**src/rtl/lsu_mem_responder.sv**
```systemverilog
// rtl/lsu_mem_responder.sv - round-robin data-memory responder for LSU valid/ready ports
module lsu_mem_responder #(
  parameter int NUM_CONSUMERS = 4,
  parameter int ADDR_BITS     = 8,
  parameter int DATA_BITS     = 8,
  parameter int LATENCY       = 2
) (
  input  logic                               clk,
  input  logic                               reset,
  input  logic [NUM_CONSUMERS-1:0]           mem_read_valid,
  input  logic [NUM_CONSUMERS*ADDR_BITS-1:0] mem_read_address,
  output logic [NUM_CONSUMERS-1:0]           mem_read_ready,
  output logic [NUM_CONSUMERS*DATA_BITS-1:0] mem_read_data,
  input  logic [NUM_CONSUMERS-1:0]           mem_write_valid,
  input  logic [NUM_CONSUMERS*ADDR_BITS-1:0] mem_write_address,
  input  logic [NUM_CONSUMERS*DATA_BITS-1:0] mem_write_data,
  output logic [NUM_CONSUMERS-1:0]           mem_write_ready
);

  localparam int PTR_W = (NUM_CONSUMERS > 1) ? $clog2(NUM_CONSUMERS) : 1;
  localparam int CNT_W = (LATENCY > 1) ? $clog2(LATENCY) : 1;
  localparam int DEPTH = 1 << ADDR_BITS;

  typedef enum logic [1:0] {S_IDLE, S_BUSY, S_RELEASE} state_t;

  state_t                          state_q, state_d;
  logic [PTR_W-1:0]                rr_ptr_q, rr_ptr_d;
  logic [PTR_W-1:0]                gnt_q, gnt_d;
  logic                            op_wr_q, op_wr_d;
  logic [ADDR_BITS-1:0]            addr_q, addr_d;
  logic [DATA_BITS-1:0]            wdata_q, wdata_d;
  logic [CNT_W-1:0]                count_q, count_d;
  logic [NUM_CONSUMERS-1:0]        rd_ready_q, rd_ready_d;
  logic [NUM_CONSUMERS-1:0]        wr_ready_q, wr_ready_d;
  logic [NUM_CONSUMERS*DATA_BITS-1:0] read_data_q;
  logic [DATA_BITS-1:0]            mem_q [DEPTH];

  logic [NUM_CONSUMERS-1:0]        pending;
  logic                            found;
  logic [PTR_W-1:0]                pick;
  logic                            do_read;
  logic                            do_write;

  assign pending         = mem_read_valid | mem_write_valid;
  assign mem_read_ready  = rd_ready_q;
  assign mem_write_ready = wr_ready_q;
  assign mem_read_data   = read_data_q;

  // Round-robin pick: first pending consumer scanning upward from rr_ptr.
  always_comb begin
    int idx;
    logic [PTR_W-1:0] cand;
    found = 1'b0;
    pick  = '0;
    idx   = 0;
    cand  = '0;
    for (int k = 0; k < NUM_CONSUMERS; k++) begin
      idx = int'(rr_ptr_q) + k;
      if (idx >= NUM_CONSUMERS) idx = idx - NUM_CONSUMERS;
      cand = PTR_W'(idx);
      if (!found && pending[cand]) begin
        found = 1'b1;
        pick  = cand;
      end
    end
  end

  // FSM next state: grant in IDLE, count down in BUSY, wait for valid to drop in RELEASE.
  always_comb begin
    state_d    = state_q;
    rr_ptr_d   = rr_ptr_q;
    gnt_d      = gnt_q;
    op_wr_d    = op_wr_q;
    addr_d     = addr_q;
    wdata_d    = wdata_q;
    count_d    = count_q;
    rd_ready_d = '0;
    wr_ready_d = '0;
    do_read    = 1'b0;
    do_write   = 1'b0;
    case (state_q)
      S_IDLE: begin
        if (found) begin
          gnt_d   = pick;
          op_wr_d = mem_write_valid[pick];
          addr_d  = mem_write_valid[pick] ? mem_write_address[pick*ADDR_BITS +: ADDR_BITS]
                                          : mem_read_address[pick*ADDR_BITS +: ADDR_BITS];
          wdata_d = mem_write_data[pick*DATA_BITS +: DATA_BITS];
          count_d = CNT_W'(LATENCY - 1);
          state_d = S_BUSY;
        end
      end
      S_BUSY: begin
        if (count_q != '0) begin
          count_d = count_q - 1'b1;
        end else begin
          do_read  = !op_wr_q;
          do_write = op_wr_q;
          if (op_wr_q) wr_ready_d[gnt_q] = 1'b1;
          else         rd_ready_d[gnt_q] = 1'b1;
          rr_ptr_d = (gnt_q == PTR_W'(NUM_CONSUMERS - 1)) ? '0 : gnt_q + 1'b1;
          state_d  = S_RELEASE;
        end
      end
      S_RELEASE: begin
        if (!(op_wr_q ? mem_write_valid[gnt_q] : mem_read_valid[gnt_q])) state_d = S_IDLE;
      end
      default: state_d = S_IDLE;
    endcase
  end

  // Control and handshake registers.
  always_ff @(posedge clk) begin
    if (reset) begin
      state_q    <= S_IDLE;
      rr_ptr_q   <= '0;
      gnt_q      <= '0;
      op_wr_q    <= 1'b0;
      addr_q     <= '0;
      wdata_q    <= '0;
      count_q    <= '0;
      rd_ready_q <= '0;
      wr_ready_q <= '0;
    end else begin
      state_q    <= state_d;
      rr_ptr_q   <= rr_ptr_d;
      gnt_q      <= gnt_d;
      op_wr_q    <= op_wr_d;
      addr_q     <= addr_d;
      wdata_q    <= wdata_d;
      count_q    <= count_d;
      rd_ready_q <= rd_ready_d;
      wr_ready_q <= wr_ready_d;
    end
  end

  // Data memory and per-consumer read-data holding registers; reset wins over a pending access.
  always_ff @(posedge clk) begin
    if (reset) begin
      for (int i = 0; i < DEPTH; i++) mem_q[i] <= '0;
      read_data_q <= '0;
    end else begin
      if (do_write) mem_q[addr_q] <= wdata_q;
      if (do_read)  read_data_q[gnt_q*DATA_BITS +: DATA_BITS] <= mem_q[addr_q];
    end
  end

endmodule

```
**config.mk**
```make
export PLATFORM = sky130hd
export DESIGN_NAME = lsu_mem_responder
export DESIGN_NICKNAME = d
export VERILOG_FILES = /design/src/rtl/lsu_mem_responder.sv
export SDC_FILE = /design/constraint.sdc
export NUM_CORES = 2
export LEC_CHECK = 0
export CAP_MARGIN = 20
export CORE_MARGIN = 2
export CORE_UTILIZATION = 45
export CTS_CLUSTER_DIAMETER = 120
export DETAILED_ROUTE_END_ITERATION = 8
export GPL_TIMING_DRIVEN = 0
export SYNTH_ARGS = -nofsm -noshare
export SYNTH_HDL_FRONTEND = slang
export SYNTH_SLANG_ARGS = --single-unit
```
**constraint.sdc**
```tcl
create_clock -name clk -period 5.4 [get_ports clk]
set_input_delay 1.62 -clock clk [delete_from_list [all_inputs] [get_ports clk]]
set_output_delay 1.62 -clock clk [all_outputs]
set_load 0.05 [all_outputs]
```
Word-level counts from Yosys, hierarchy flattened
Memories as Yosys holds them, arrays and structs flattened. A register that Yosys moved wholly into a read port is not among the register bits. Index checks and enable logic that the tools add are counted.

Shift-type cells: 5. $add $sub $neg: 10. Order comparisons: 11. Muxes and demuxes: 53. Bitwise operators: 4. Equality and inequality tests: 6. Reduce and logical (&&, ||, !) cells: 17.

Operator list (number): 32-bit by 6-bit indexed part select with 8-bit output (3); 8-bit two-way mux (5); 5-bit negator with 34-bit output (1); 8-bit by 34-bit variable shift with 32-bit output (first input constant) (1); 8-bit by 34-bit indexed part select with 32-bit output (1); 32-bit bitwise mux (1); 1-bit two-way mux (25); 2-bit two-way mux (12); 2-bit by 3-bit less-than comparator with 1-bit output (second input constant) (6); 1-bit binary-select mux with 2-bit select (7); 3-bit greater-or-equal comparator (second input constant) (3); 4-bit OR reduction (2); 8-bit OR reduction (1); 2-bit by 1-bit subtractor with 2-bit output (second input constant) (4); 2-bit by 2-bit adder with 3-bit output (second input constant) (2); 2-bit inequality test (second input constant) (3); 2-bit case mux with 3 select lines (1); 2-bit AND reduction (3); 2-bit equality test (second input constant) (2); 1-bit logical AND (4); 1-bit logical NOT (4); 4-bit OR (1); 2-bit by 1-bit adder with 3-bit output (second input constant) (1); 2-bit by 3-bit greater-or-equal comparator with 1-bit output (second input constant) (1); 10 further kinds (12).

Memories kept: 1. RAM bits: 2048. Register bits after elaboration: 64. Bits of input ports: 106. Word-level logic and storage cells: 117. Output and inout port bits: 40.

Memory list: mem_q (depth 256, bits a word 8, read ports 1, clocked after Yosys merged registers in 1, wr ports 256, RTL line 36) `logic [DATA_BITS-1:0] mem_q [DEPTH];`.

Longest topological paths before layout
Depth after elaboration: 19. Gate-level depth with buffers: 12.

Worst setup path after synthesis
No wires, ideal clock.

Path type: input-to-reg. Start: in mem_write_valid[0]. End: reg with a tool-made name. Arrival: 3.297 ns. Buffers on the path: 3. Library setup time: 0.121 ns. Slack: 1.982 ns. Cell stages on the path: 10. Cells stage by stage: buf_2 o21bai_1 a21oi_1 o22a_1 buf_2 buf_2 mux2_2 nor2_1 o21ai_0 a22o_1.

RTL lines: start, declared (RTL line 14) `input logic [NUM_CONSUMERS-1:0] mem_write_valid,`.

==> impl_metrics.tcl <==
set metrics [dict create \
    grt-ovfl-total 0 \
    worst_pin_slew_ps 1473 \
    htreeDepth 4 \
    finalHoldViolCount 0 \
    syn_to_final_growth_pct 13.78 \
    grt_pass1_vias 63206 \
    post-route-period-util_pct 110.1 \
    synth-edff-count 2048 \
    finalPower_mw 43.78 \
    post-place-ws_ps -90.78 \
    r2r_slack_ps -550 \
    endpoint_kind "flip-flop" \
    synth_area_mm2 0.09861 \
    syn-num-nets 6827 \
    dr.pass1.iters 9 \
    start_util_pct 45.32 \
    status "finished with violations" \
    crit_type "flip-flop to flip-flop" \
    die-width_um 472.1 \
    core_area_mm2 0.2176 \
    r2r-end "mem_read_data[22]" \
    avgViaCountPerCell 6.604 \
    drive_above_1_share_pct 18.46 \
    power_density_mw_per_mm2 390.1 \
    drt-total-wl_mm 438.7 \
    violations "capacitance limit, setup timing" \
    rows 171 \
    synth.avg_cell_area_um2 14.69 \
    layout_setup_ws_ps -545.1 \
    grt_antenna_before_repair 53 \
    gp_congestion 1.049 \
    cts_setup_buffers 0 \
    min_from "mem_read_data[23]" \
    rsz0062_at_grt "false" \
    yosysUniqueCellTypes 74 \
    synth_cells 6713 \
    drc 0 \
    drv_cap 1 \
    slew_headroom_pct 0.8779 \
    holdPathEnd "mem_read_data[23]" \
    hp-class "flip-flop to flip-flop" \
    cts_buffers 218 \
    max_freq_mhz 168.2 \
    critPathMaxFanout 10 \
    die-area_mm2 0.2229 \
    fin_crit_ps 5945 \
    yosys_warnings 0 \
    cts_tree "built" \
    ys.flop_type "edfxtp_1" \
    leakage_nw 40.48 \
    nets 7256 \
    root_buffer "clkbuf_16" \
    drt-initial-drc-count 11825 \
    peakVddDrop_uv 267.0 \
    ys_seq_area_share_pct 63.82 \
    io_buffers 145 \
    die_h_um 472.1 \
    required_ps 6180 \
    finalSetupViolCount 16 \
    ioPinCount 146 \
    clock_skew_ps 43.23 \
    antenna_left 0 \
    place_hpwl_mm 312.7 \
    grt_util_all_layers_pct 38.85 \
    avgRoutedWirePerCell_um 42.84 \
    whs_ps 468.1 \
    cts.sinks 2120 \
    worstPathArrival_ps 6720 \
    cts_buffer_depth 3 \
    grt_max_degree 20 \
    rr_worst_depth 11 \
    vias 67622 \
    cts.clk_slew.worst_paths_ps 70 \
    cp-start-kind "flip-flop" \
    ys_ff_latch 2120 \
    clk_latency_ps 900 \
    hold_depth 1 \
    grt_pass1_wl_mm 571.4 \
    slew_violations 0 \
    async_flop_share_pct 0 \
]
synthesized netlist by cell type, drive strengths merged, types with 17 or more instances:
library cell | count | share of area [%]
mux2i | 152 | 1.5
nand2 | 153 | 0.58
and3 | 251 | 1.6
clkbuf | 346 | 1.3
nand3 | 47 | 0.24
nand4 | 20 | 0.13
nand2b | 18 | 0.11
a211oi | 30 | 0.23
nor2b | 38 | 0.24
mux4 | 470 | 11
dfxtp | 72 | 1.5
o21ai | 59 | 0.30
nor2 | 301 | 1.2
a21oi | 62 | 0.31
a21o | 31 | 0.24
or2 | 232 | 1.5
mux2 | 41 | 0.47
edfxtp | 2048 | 62
nor3 | 28 | 0.14
and2 | 1828 | 12
o211ai | 22 | 0.17
a22o | 17 | 0.15
buf | 177 | 1.2
o22ai | 39 | 0.25
a22oi | 75 | 0.57
how the worst max path moves through the flow:
stage	depth (start not counted)	slack [ps]	end
after floorplan	10	1980	flip-flop
after global placement	10	-850	mem_read_data[21]
after detailed placement	7	-90	mem_q[169][0]
after CTS	10	40	mem_read_data[25]
after global routing	12	50	mem_read_data[11]
final	11	-550	mem_read_data[22]
kinds of logic after synthesis:
logic type / count (synthesis) / share of synthesized area (%)
simple gates: 2960 / 17.70
flops: 2120 / 63.82
mux: 663 / 12.74
buf+inv: 532 / 2.553
compound gates: 430 / 3.074
fa+ha+maj: 8 / 0.1015
critical path, stage by stage, from the launching register on:
cell,delay (ps)
dfxtp_1,320
buf_2,470
buf_4,410
buf_2,700
buf_2,730
mux4_2,450
a22oi_1,560
o211ai_1,170
nor4_1,1140
a31oi_1,290
buf_6,270
a32o_1,250
layout by cell type (no fill, tap or decap), types with 145 or more instances in the layout:
cell type / Yosys / final
clkbuf_1: 345 / 366
and3_1: 251 / 251
nor2_1: 290 / 289
or2_2: 232 / 232
clkbuf_16: 0 / 224
nand2_1: 153 / 147
and2_1: 1825 / 1825
clkdlybuf4s50_1: 0 / 145
mux4_2: 470 / 470
edfxtp_1: 2048 / 2048
mux2i_1: 152 / 152
report_power, final:
| part | switching [mW] | internal, mW | total [mW] |
|---|---|---|---|
| Combinational | 7.04 | 2.39 | 9.43 |
| Clock | 6.90 | 8.66 | 15.6 |
| Sequential | 0.255 | 18.5 | 18.8 |
per-stage QoR:
stage	instance area, um2	std cells	setup TNS, ps	util [%]
CTS	111900	10173	0	51.41
finish	112200	10239	-4381	51.57
detailed placement	104700	9767	-944.1	48.13
global placement	103600	9712	-20960	47.63
global route	112100	10190	0	51.51
floorplan	98610	6713	0	-
metal layers:
metal / routed length, um / vias up / GRT usage [%]
li1: - / 25818 / -
met1: 156900 / 34761 / 49.79
met2: 178100 / 5729 / 52.80
met3: 68080 / 1284 / 17.02
met4: 35180 / 30 / 26.44
met5: 369 / - / 0.6273
flip-flops by register name, indices dropped and copies added (netlist names), named ones only:
signal,cells
addr_q,8
count_q,1
gnt_q,2
mem_q,2048
mem_read_data,32
mem_read_ready,4
mem_write_ready,4
op_wr_q,1
rr_ptr_q,2
state_q,2
wdata_q,8
cell type report:
type,count,area (um2)
Antenna cell,56,140.1
Buffer,522,2515
Clock buffer,278,5883
Clock inverter,129,1256
Fill cell,18185,105400
Inverter,9,33.78
Multi-Input combinational cell,4061,33280
Sequential cell,2120,62940
Tap cell,2854,3571
Timing Repair Buffer,210,2589
repair_timing:
item,4_1_cts,5_1_grt
setup endpoints to repair,2,6
hold buffers,0,0
pin swaps,0,0
resized for setup,0,3
(Power assumes the default switching activity.)
